==> src/rtl/uart_pkg.sv <==
// Shared types and constants for the UART transmitter.
// Imported by every file of the UART slice.
package uart_pkg;

    typedef enum logic [2:0] {
        IDLE   = 3'd0,
        START  = 3'd1,
        DATA   = 3'd2,
        PARITY = 3'd3,
        STOP   = 3'd4
    } uart_state_e;

    localparam int PARITY_NONE = 0;
    localparam int PARITY_ODD  = 1;
    localparam int PARITY_EVEN = 2;

    localparam int CLK_HZ = 50_000_000;
    localparam int BAUD   = 115_200;
    localparam int DEFAULT_CLKS_PER_BIT = CLK_HZ / BAUD;

    // Unknown parity codes fall back to no parity bit.
    function automatic logic parity_enabled(input int ptype);
        return (ptype == PARITY_ODD) || (ptype == PARITY_EVEN);
    endfunction

    // Word is zero-extended by the caller; zeros do not change the XOR.
    function automatic logic parity_bit(input logic [8:0] word,
                                        input int ptype);
        return (ptype == PARITY_ODD) ? ~^word : ^word;
    endfunction

endpackage

==> src/rtl/uart_baud_counter.sv <==
// Bit-period counter for the UART transmitter.
// Produces a registered end-of-bit strobe.
module uart_baud_counter
    import uart_pkg::*;
#(
    parameter int CLKS_PER_BIT = DEFAULT_CLKS_PER_BIT
) (
    input  logic clk,
    input  logic rst,
    input  logic start,
    input  logic run,
    input  logic busy_d,
    output logic tick
);

    localparam int CW = $clog2(CLKS_PER_BIT);
    localparam logic [CW-1:0] LAST = CW'(CLKS_PER_BIT - 1);

    logic [CW-1:0] cnt_q, cnt_d;
    logic          tick_q, tick_d;

    // Count restarts on a handshake, wraps each bit, rests at 0 when idle.
    always_comb begin
        cnt_d = '0;
        if (start) begin
            cnt_d = '0;
        end else if (run && (cnt_q != LAST)) begin
            cnt_d = cnt_q + 1'b1;
        end
        tick_d = busy_d && (cnt_d == LAST);
    end

    // Counter and strobe registers.
    always_ff @(posedge clk or negedge rst) begin
        if (!rst) begin
            cnt_q  <= '0;
            tick_q <= 1'b0;
        end else begin
            cnt_q  <= cnt_d;
            tick_q <= tick_d;
        end
    end

    assign tick = tick_q;

endmodule

==> src/rtl/uart_transmitter.sv <==
// UART transmitter: valid/ready byte in, LSB-first serial frame out.
// Frame is start, BITS_N data bits, optional parity, one stop bit.
module uart_transmitter
    import uart_pkg::*;
#(
    parameter int CLKS_PER_BIT = DEFAULT_CLKS_PER_BIT,
    parameter int BITS_N       = 8,
    parameter int PARITY_TYPE  = PARITY_NONE
) (
    input  logic              clk,
    input  logic              rst,
    input  logic [BITS_N-1:0] data_tx,
    input  logic              valid,
    output logic              ready,
    output logic              uart_out,
    output logic              baud_trigger
);

    localparam logic PAR_EN = parity_enabled(PARITY_TYPE);
    localparam int   BW     = $clog2(BITS_N);
    localparam logic [BW-1:0] LAST_BIT = BW'(BITS_N - 1);

    uart_state_e       state_q, state_d;
    logic [BITS_N-1:0] shift_q, shift_d;
    logic [BW-1:0]     bit_q, bit_d;
    logic              par_q, par_d;
    logic              out_q, out_d;
    logic              ready_q, ready_d;
    logic              handshake;
    logic              bit_end;

    assign handshake = valid && ready_q;

    uart_baud_counter #(
        .CLKS_PER_BIT(CLKS_PER_BIT)
    ) u_baud (
        .clk   (clk),
        .rst   (rst),
        .start (handshake),
        .run   (state_q != IDLE),
        .busy_d(state_d != IDLE),
        .tick  (bit_end)
    );

    // Next state; the line only moves at a handshake or a bit boundary.
    always_comb begin
        state_d = state_q;
        shift_d = shift_q;
        bit_d   = bit_q;
        par_d   = par_q;
        out_d   = out_q;
        ready_d = ready_q;
        unique case (state_q)
            IDLE: begin
                if (handshake) begin
                    shift_d = data_tx;
                    par_d   = parity_bit(9'(data_tx), PARITY_TYPE);
                    bit_d   = '0;
                    out_d   = 1'b0;
                    ready_d = 1'b0;
                    state_d = START;
                end
            end
            START: begin
                if (bit_end) begin
                    out_d   = shift_q[0];
                    shift_d = shift_q >> 1;
                    state_d = DATA;
                end
            end
            DATA: begin
                if (bit_end) begin
                    if (bit_q == LAST_BIT) begin
                        if (PAR_EN) begin
                            out_d   = par_q;
                            state_d = PARITY;
                        end else begin
                            out_d   = 1'b1;
                            state_d = STOP;
                        end
                    end else begin
                        bit_d   = bit_q + 1'b1;
                        out_d   = shift_q[0];
                        shift_d = shift_q >> 1;
                    end
                end
            end
            PARITY: begin
                if (bit_end) begin
                    out_d   = 1'b1;
                    state_d = STOP;
                end
            end
            STOP: begin
                if (bit_end) begin
                    out_d   = 1'b1;
                    ready_d = 1'b1;
                    state_d = IDLE;
                end
            end
            default: begin
                out_d   = 1'b1;
                ready_d = 1'b1;
                state_d = IDLE;
            end
        endcase
    end

    // State, datapath and output registers.
    always_ff @(posedge clk or negedge rst) begin
        if (!rst) begin
            state_q <= IDLE;
            shift_q <= '0;
            bit_q   <= '0;
            par_q   <= 1'b0;
            out_q   <= 1'b1;
            ready_q <= 1'b1;
        end else begin
            state_q <= state_d;
            shift_q <= shift_d;
            bit_q   <= bit_d;
            par_q   <= par_d;
            out_q   <= out_d;
            ready_q <= ready_d;
        end
    end

    assign ready        = ready_q;
    assign uart_out     = out_q;
    assign baud_trigger = bit_end;

endmodule

==> config.mk <==
export PLATFORM = sky130hd
export DESIGN_NAME = uart_transmitter
export DESIGN_NICKNAME = d
export VERILOG_FILES = /design/src/rtl/uart_pkg.sv /design/src/rtl/uart_baud_counter.sv /design/src/rtl/uart_transmitter.sv
export SDC_FILE = /design/constraint.sdc
export NUM_CORES = 1
export LEC_CHECK = 0
export CAP_MARGIN = 25
export CORE_MARGIN = 10
export CORE_UTILIZATION = 55
export DETAILED_ROUTE_END_ITERATION = 8
export GPL_ROUTABILITY_DRIVEN = 0
export PLACE_DENSITY = 0.77
export SYNTH_ARGS = -nofsm -noshare
export SYNTH_HDL_FRONTEND = slang
export SYNTH_SLANG_ARGS = --single-unit
==> constraint.sdc <==
create_clock -name clk -period 3.6 [get_ports clk]
set_input_delay 0.36 -clock clk [delete_from_list [all_inputs] [get_ports clk]]
set_output_delay 0.36 -clock clk [all_outputs]
set_load 0.02 [all_outputs]
======== Word-level counts from Yosys, hierarchy flattened ========
Cells that the tools add are included.
storage, ports and cells
  input bits .............................. 11
  output and inout bits ................... 3
  word-level logic and storage cells ...... 62
  register bits after elaboration ......... 26
cells by class
  add/sub/neg operators ................... 2
  equal/unequal tests ..................... 13
  bitwise operators ....................... 1
  multiplexer cells ....................... 25
  reductions and logical operators ........ 14
operator list
  cell                   number
  $mux W8                4
  $mux W3                9
  $pmux W8 S3            1
  $mux W9                2
  $pmux W3 S5            1
  $add A9 B1 Y9 const B  1
  $eq A9 B9 Y1 const B   1
  $ne A9 B9 Y1 const B   1
  $reduce_bool A3 Y1     3
  $ne A2 B1 Y1 const B   4
  $reduce_and A4 Y1      2
  $eq A3 B2 Y1 const B   2
  $eq A3 B3 Y1 const B   2
  $pmux W3 S2            1
  $mux W1                5
  $reduce_and A5 Y1      1
  $ne A2 B2 Y1 const B   2
  $pmux W1 S4            1
  $add A3 B1 Y3 const B  1
  $eq A3 B1 Y1 const B   1
  $logic_and A1 B1 Y1    3
  $logic_not A3 Y1       1
  $pmux W1 S3            1
  $reduce_and A3 Y1      1
  4 further kinds        4

======== Depth between registers and ports, before layout ========
Gate-level depths: netlist (run 1).
  word-level depth ........................ 6
  depth in mapped cells ................... 7
  gate-level depth less buffers ........... 6

======== Modules after synthesis ========
A second synthesis (run 1) with hierarchy kept.
unflattened totals
  cell total of the unflattened synthesis .. 140
  area total of the unflattened synthesis .. 1437.6 sq um
modules (own cells, without submodules)
  module             sequential area each (sq um)  times used  area an instance (sq um)  cells an instance
  uart_transmitter   402.9                         1           922.1                     91
  uart_baud_counter  250.2                         1           515.5                     49

======== Worst setup path before layout (run 1) ========
OpenSTA, ideal clock, no wires.
  path type ............................... flip-flop to flip-flop
  from .................................... register ready_q, in the netlist ready
  to ...................................... register shift_q[5]
  buffers on the path ..................... 1
  setup slack ............................. 1.861 ns
  period minus slack after synthesis ...... 1.739 ns
  stages on the path, launching flop included .. 6
  arrival time ............................ 1.662 ns
  path through ............................ dfstp_2 -> or4bb_4 -> a31oi_4 -> buf_6 -> nor2_1 -> a21oi_1
on the way
  longest elaborated chain between the ends .. 3
RTL lines
  element                      RTL line                 RTL
  from (decl)                  uart_transmitter.sv:28   logic ready_q, ready_d;
  from (signal assigned)       uart_transmitter.sv:124  ready_q <= ready_d;
  $logic_and A1 B1 Y1          uart_transmitter.sv:32   assign handshake = valid && ready_q;
  $ne A2 B2 Y1 (no line)       -
  $reduce_and A5 Y1 (no line)  -
  to (signal assigned)         uart_transmitter.sv:120  shift_q <= shift_d;
  to (decl)                    uart_transmitter.sv:24   logic [BITS_N-1:0] shift_q, shift_d;
No other way between the ends.
A chain may end at the register's enable or synchronous reset.

======== Worst setup path after layout (run 1) ========
  from .................................... register state_q[0]
  to ...................................... register u_baud.cnt_q[8]
on the way
  longest elaborated chain between the ends .. 4
RTL lines
  element                 RTL line                 RTL
  from (decl)             uart_transmitter.sv:23   uart_state_e state_q, state_d;
  from (signal assigned)  uart_transmitter.sv:119  state_q <= state_d;
  $reduce_bool A3 Y1      uart_transmitter.sv:40   .run (state_q != IDLE),
  $logic_and A1 B1 Y1     uart_baud_counter.sv:27  end else if (run && (cnt_q != LAST)) begin
  $mux W9                 uart_baud_counter.sv:27
  $mux W9                 uart_baud_counter.sv:25  if (start) begin
  net u_baud.cnt_d[8]     uart_baud_counter.sv:19  logic [CW-1:0] cnt_q, cnt_d;
  to (signal assigned)    uart_baud_counter.sv:39  cnt_q <= cnt_d;
  to (decl)               uart_baud_counter.sv:19
The timed path passes the listed nets, and every way through them passes these cells.

==> out/metrics.cfg, run 1 <==
[routing]
routed_wl_um = 2760
met3_length_um = 115
met1_length_um = 1350
antenna_left = 0
drc = 0
firstDrtPassIters = 4
vias_per_cell = 5.72
routed.top_layer = met4
vias = 1058
first_iter_violations = 115
met2_wirelength_um = 1270
wire_per_inst_um = 14.9

[critical_path]
r2r_setup_slack_ns = 1.70
startpoint = state_q[0]
path_max_fanout = 15
startpoint_type = flop
critPathTopFamily = simple AND/OR/NAND/NOR gates
cp.required_ns = 3.84
path_class = reg2reg
rr_worst_depth = 3
cpMaxStageDelayCell = dfrtp_1
cp-endpoint = u_baud.cnt_q[8]
end_kind = flop
r2r-end = u_baud.cnt_q[8]
cp_slowest_stage_delay_ns = 0.57
crit_chain = nor3_1 > a221o_1 > and2b_2
crit_cells = 3
path_buf_inv = 0
arrival_ns = 2.14
r2r_start = state_q[0]

[floorplanning]
rows = 18
start_util = 0.581
die_h_um = 71.2
design.die.area_um2 = 5060
io_pins = 14
die_x_um = 71.2
core_um2 = 2480

[clock_tree]
clockBufferDepth = 2
cts_resized = 0
cts-buffers-inserted = 3
postCtsHoldBufs = 0
clk_pin_slew_ns = 0.14
postCtsSetupBuffers = 0
root_buffer = clkbuf_4
clock_latency_ns = 0.32
h-tree-depth = 1
cts_sinks = 26
cts_tree = built

[yosys]
syn-mean-instance-area_um2 = 10.1
synth-seq-area-share = 0.454
synthTopCellsByArea = dfrtp_1 42%, mux2i_1 6.3%, a21oi_1 5.6%
synth_top_area_cell = dfrtp_1
synth-warning-count = 0
syn_nets = 157
ys_seq_elements = 26
yosysUniqueCellTypes = 39
synth_area_um2 = 1440
yosysTopAreaCellShare = 0.417
syn_inst = 142

[power_and_ir_drop]
netSwitchingPower_uw = 115
ir_drop_mv = 0.253
switching_share = 0.211
p_seq_frac = 0.562
leakagePower_uw = 0.000740
power_uw = 545
p_int_uw = 430
comb_power_share = 0.066
powerDensity_nw_per_um2 = 335
pwr-share-clk = 0.372

[grt]
gr-total-overflow = 0
grt_pass1_vias = 1061
grt_usage = 0.114
grt_antenna_before_repair = 0
grt_max_degree = 27
grt_pass1_wl_um = 4930

[cells_and_area]
drive_above_1_share = 0.103
layout_commonest_cell = dfrtp_1
diodes = 0
nets = 171
final_area_um2 = 1630
synthToLayoutAreaGrowth_pct = 13.0
mostFrequentLayoutCells = 24 x dfrtp_1, 16 x a21oi_1, 16 x nor2_1
fin_util = 0.656

[timing]
hold_viol_final = 0
drv_slew = 0
max_freq_mhz = 525
max-slew-margin-rel = 0.642
timing.final.crit_share = 0.529
tns_ns = 0
fin_skew_ns = 0.00282
setup_viol = 0
worst_pin_slew_ns = 0.533
period_minus_slack_ns = 1.90
rsz0062_at_grt = no

[worst_hold_path]
hold_path.class = in2async

[place]
post-dp-hpwl_um = 2020
port_buffers = 13
placed_area_um2 = 1570

[outcome]
outcome = completed

[run]
cap_violations = 0

-- cells in the mapped netlist --
cell	number
clkbuf_1	1
a31oi_4	1
a2111oi_4	1
buf_4	2
ha_1	4
nand4_1	2
nand4bb_1	1
or3b_2	1
nand3_1	4
o22ai_1	2
nor2_1	16
or4bb_4	1
nor2_2	1
and2b_2	2
a21boi_0	1
xnor2_1	3
a21o_2	1
nor4_1	1
a21oi_1	16
mux2_2	1
or3_1	3
and4b_1	1
mux2i_1	9
buf_6	2
o211a_1	1
dfstp_2	2
inv_1	4
o21ai_0	6
nand3b_1	2
o21bai_1	1
a221o_1	1
nand2_1	10
nor3_1	5
o21a_1	2
dfrtp_1	24
nor4bb_1	1
a2bb2oi_1	1
xor2_1	3
nand2b_1	2
-- sequential cells by signal, summed over array words and instances, names as in the netlist --
register / flops
u_baud.tick: 1
shift_q: 8
state_q: 3
ready: 1
u_baud.cnt_q: 9
uart_out: 1
bit_q: 3
-- worst min path at each step --
stage,slack [ns],to
2_1_floorplan,0.06,bit_q[0]
3_3_place_gp,0.50,uart_out
3_5_place_dp,0.51,uart_out
4_1_cts,0.38,state_q[2]
5_1_grt,0.39,state_q[2]
6_report,0.37,u_baud.cnt_q[5]
-- worst register-to-register path, stage by stage (launching register included) --
cell	delay [ns]
dfrtp_1	0.57
nor3_1	0.54
a221o_1	0.45
and2b_2	0.27
-- layout make-up --
type,count,area [um2]
Fill cell,206,852
Sequential cell,26,653
Timing Repair Buffer,14,138
Clock inverter,1,30.0
Tap cell,30,37.5
Inverter,4,15.0
Clock buffer,3,22.5
Multi-Input combinational cell,107,729
-- per-layer routing --
layer  vias to the layer above  track usage
met3                         4       0.0265
li1                        534            -
met1                       504        0.152
met5                         -            0
met2                        16        0.175
met4                         0       0.0366
-- power groups by stage --
stage               logic [uW]  registers [uW]  clock network [uW]
global route              41.3             308                 216
CTS                       36.7             306                 206
detailed placement        36.6             311                   0
finish                    36.1             306                 203
global placement          35.7             311                   0
floorplan                 16.9             310                   0
-- per-stage QoR --
stage               setup WS, ns  hold WS, ns  std cells
floorplan                   1.86       0.0644        142
global placement            1.57        0.496        181
detailed placement          1.51        0.508        181
CTS                         1.68        0.379        185
global route                1.54        0.389        185
finish                      1.70        0.374        185
-- logic make-up (layout without fill, tap and decap cells) --
logic type               after synthesis  count (layout)  share of synthesized area
AND/OR/NAND/NOR                       53              53                      0.199
AO/OA/AOI/OAI                         34              34                      0.166
flip-flops                            26              26                      0.454
multiplexers                          10              10                     0.0704
buffers and inverters                  9              22                     0.0391
XOR/XNOR                               6               6                     0.0365
adder cells (fa/ha/maj)                4               4                     0.0348
Power figures use the tool's default switching activity.
==> run 2, diff against run 1 <==
Clock period 3.6 ns to 1.8 ns, I/O delays scaled along.
==> run 2 against run 1 <==
Compared with the run above: sequential share of layout area decreased by 2.5 points; critical path type unchanged; global-route usage increased by 0.68 points; via count increased by 7.8%; count of clock-buffer cells in the layout increased by 1; maximum frequency increased by 9.0%; clock skew about the same.
==> out/metrics.cfg, run 2 (synthesis gave the netlist of run 1 again) <==
[grt]
gr-total-overflow = 0  ; unchanged
grt_antenna_before_repair = 0  ; unchanged
grt_pass1_vias = 1146  ; was 1061
grt_usage = 0.121  ; was 0.114
grt_max_degree = 27  ; unchanged
grt_pass1_wl_um = 5180  ; was 4930 um

[critical_path]
cp.required_ns = 2.07  ; was 3.84 ns
path_max_fanout = 7  ; was 15
r2r_setup_slack_ns = 0.05  ; was 1.70 ns
startpoint_type = flop  ; unchanged
cpMaxStageDelayCell = dfrtp_2  ; was dfrtp_1
rr_worst_depth = 5  ; was 3
r2r-end = u_baud.tick  ; was u_baud.cnt_q[8]
arrival_ns = 2.01  ; was 2.14 ns
critPathTopFamily = compound AO/OA/AOI/OAI gates  ; was simple AND/OR/NAND/NOR gates
path_class = reg2reg  ; unchanged
cp_slowest_stage_delay_ns = 0.47  ; was 0.57 ns
end_kind = flop  ; unchanged
r2r_start = u_baud.cnt_q[0]  ; was state_q[0]
path_buf_inv = 0  ; unchanged
crit_chain = ha_1 > xnor2_2 > nand4_1 > a2111oi_4 > o211a_1  ; was nor3_1 > a221o_1 > and2b_2

[clock_tree]
cts_tree = built  ; unchanged
root_buffer = clkbuf_4  ; unchanged
h-tree-depth = 1  ; unchanged
clockBufferDepth = 2  ; unchanged
clock_latency_ns = 0.32  ; about the same
clk_pin_slew_ns = 0.14  ; about the same
cts-buffers-inserted = 3  ; unchanged
cts_sinks = 26  ; unchanged

[cells_and_area]
nFillCells = 201  ; was 206
stdcell_count = 197  ; was 185
synthToLayoutAreaGrowth_pct = 20.9  ; was 13.0%
diodes = 0  ; unchanged
top_regs = u_baud.cnt_q (9), shift_q (8)  ; unchanged
fin_util = 0.702  ; was 0.656
layout_commonest_cell = dfrtp_1  ; unchanged
top_register = u_baud.cnt_q  ; unchanged
drive_above_1_share = 0.198  ; was 0.103
mostFrequentLayoutCells = 22 x dfrtp_1, 16 x a21oi_1, 16 x nor2_1  ; was 24 x dfrtp_1, 16 x a21oi_1, 16 x nor2_1
largest_reg_flops = 9  ; unchanged
nets = 183  ; was 171

[routing]
first_iter_violations = 110  ; was 115
wire_per_inst_um = 15.3  ; was 14.9 um
antenna_left = 0  ; unchanged
firstDrtPassIters = 4  ; unchanged
drc = 0  ; unchanged
routed_wl_um = 3010  ; was 2760 um
vias = 1141  ; was 1058
vias_per_cell = 5.79  ; was 5.72

[timing]
drv_slew = 0  ; unchanged
hold_viol_final = 0  ; unchanged
max_freq_mhz = 573  ; was 525 MHz
fin_ws_ns = 0.0540  ; was 1.70 ns
tns_ns = 0  ; unchanged
worst_pin_slew_ns = 0.442  ; was 0.533 ns
timing.final.crit_share = 0.970  ; was 0.529
rsz0062_at_grt = no  ; unchanged
period_minus_slack_ns = 1.75  ; was 1.90 ns
setup_viol = 0  ; unchanged
fin_skew_ns = 0.00287  ; was 0.00282 ns
max-slew-margin-rel = 0.705  ; was 0.642

[place]
post-dp-hpwl_um = 2190  ; was 2020 um
dp.cells = 192  ; was 181
place_ws_ns = 0.0625  ; was 1.51 ns
port_buffers = 13  ; unchanged

[floorplanning]
io_pins = 14  ; unchanged
start_util = 0.581  ; unchanged
die_x_um = 71.2  ; unchanged
die_h_um = 71.2  ; unchanged
rows = 18  ; unchanged
core_um2 = 2480  ; unchanged
design.die.area_um2 = 5060  ; unchanged

[power_and_ir_drop]
ir_drop_mv = 0.432  ; was 0.253 mV
powerDensity_nw_per_um2 = 570  ; was 335 nW/um2
leakagePower_uw = 0.000793  ; was 0.000740 uW

[worst_hold_path]
hold_path.class = in2async  ; unchanged

[run]
cap_violations = 0  ; unchanged

[outcome]
outcome = completed  ; unchanged

## run 2: per-layer routing
layer  part of all wire  global-route usage  vias to the layer above
met5                  0                   0                        -
met4              0.012              0.0452                        0
met3              0.047              0.0279                        5
met2               0.48               0.194                       35
met1               0.46               0.152                      544
li1                   -                   -                      557
## run 2: final cells by class
| type | count | area (um2) | share of cell area |
|---|---|---|---|
| multi-input combinational | 107 | 756 | 0.435 |
| inverter | 4 | 15.0 | 0.00863 |
| sequential | 26 | 656 | 0.377 |
| clock buffer | 4 | 36.3 | 0.0209 |
| timing repair buffer | 26 | 239 | 0.137 |
| tap | 30 | 37.5 | 0.0216 |
## run 2: how the worst max path moves through the flow
stage | start | end | slack (ns) | cells past startpoint
finish | u_baud.cnt_q[0] | u_baud.tick | 0.05 | 5
global route | u_baud.cnt_q[0] | u_baud.tick | 0.003 | 5
global placement | valid | shift_q[0] | 0.1 | 6
CTS | u_baud.cnt_q[0] | u_baud.tick | 0.02 | 5
detailed placement | valid | shift_q[0] | 0.06 | 6
floorplan | ready | shift_q[5] | 0.06 | 5
## run 2: stage by stage
| stage | hold slack (ns) | area [um2] | power (uW) |
|---|---|---|---|
| 3_5_place_dp | 0.496 | 1670 | 704 |
| 6_report | 0.207 | 1740 | 992 |
| 3_3_place_gp | 0.497 | 1670 | 699 |
| 4_1_cts | 0.207 | 1700 | 1000 |
| 5_1_grt | 0.209 | 1740 | 1040 |
| 2_1_floorplan | -0.116 | 1440 | 653 |
## run 2: where the power goes
group | internal [uW] | switching, uW
Combinational | 43.9 | 39.2
Sequential | 598 | 14.0
Clock | 124 | 173
Total | 766 | 226
## run 2: what timing repair did
action	4_1_cts	5_1_grt
endpoints found under the setup margin	1	9
hold buffers	0	0
setup buffers	0	1
cloned	0	0
gates resized for setup	1	5
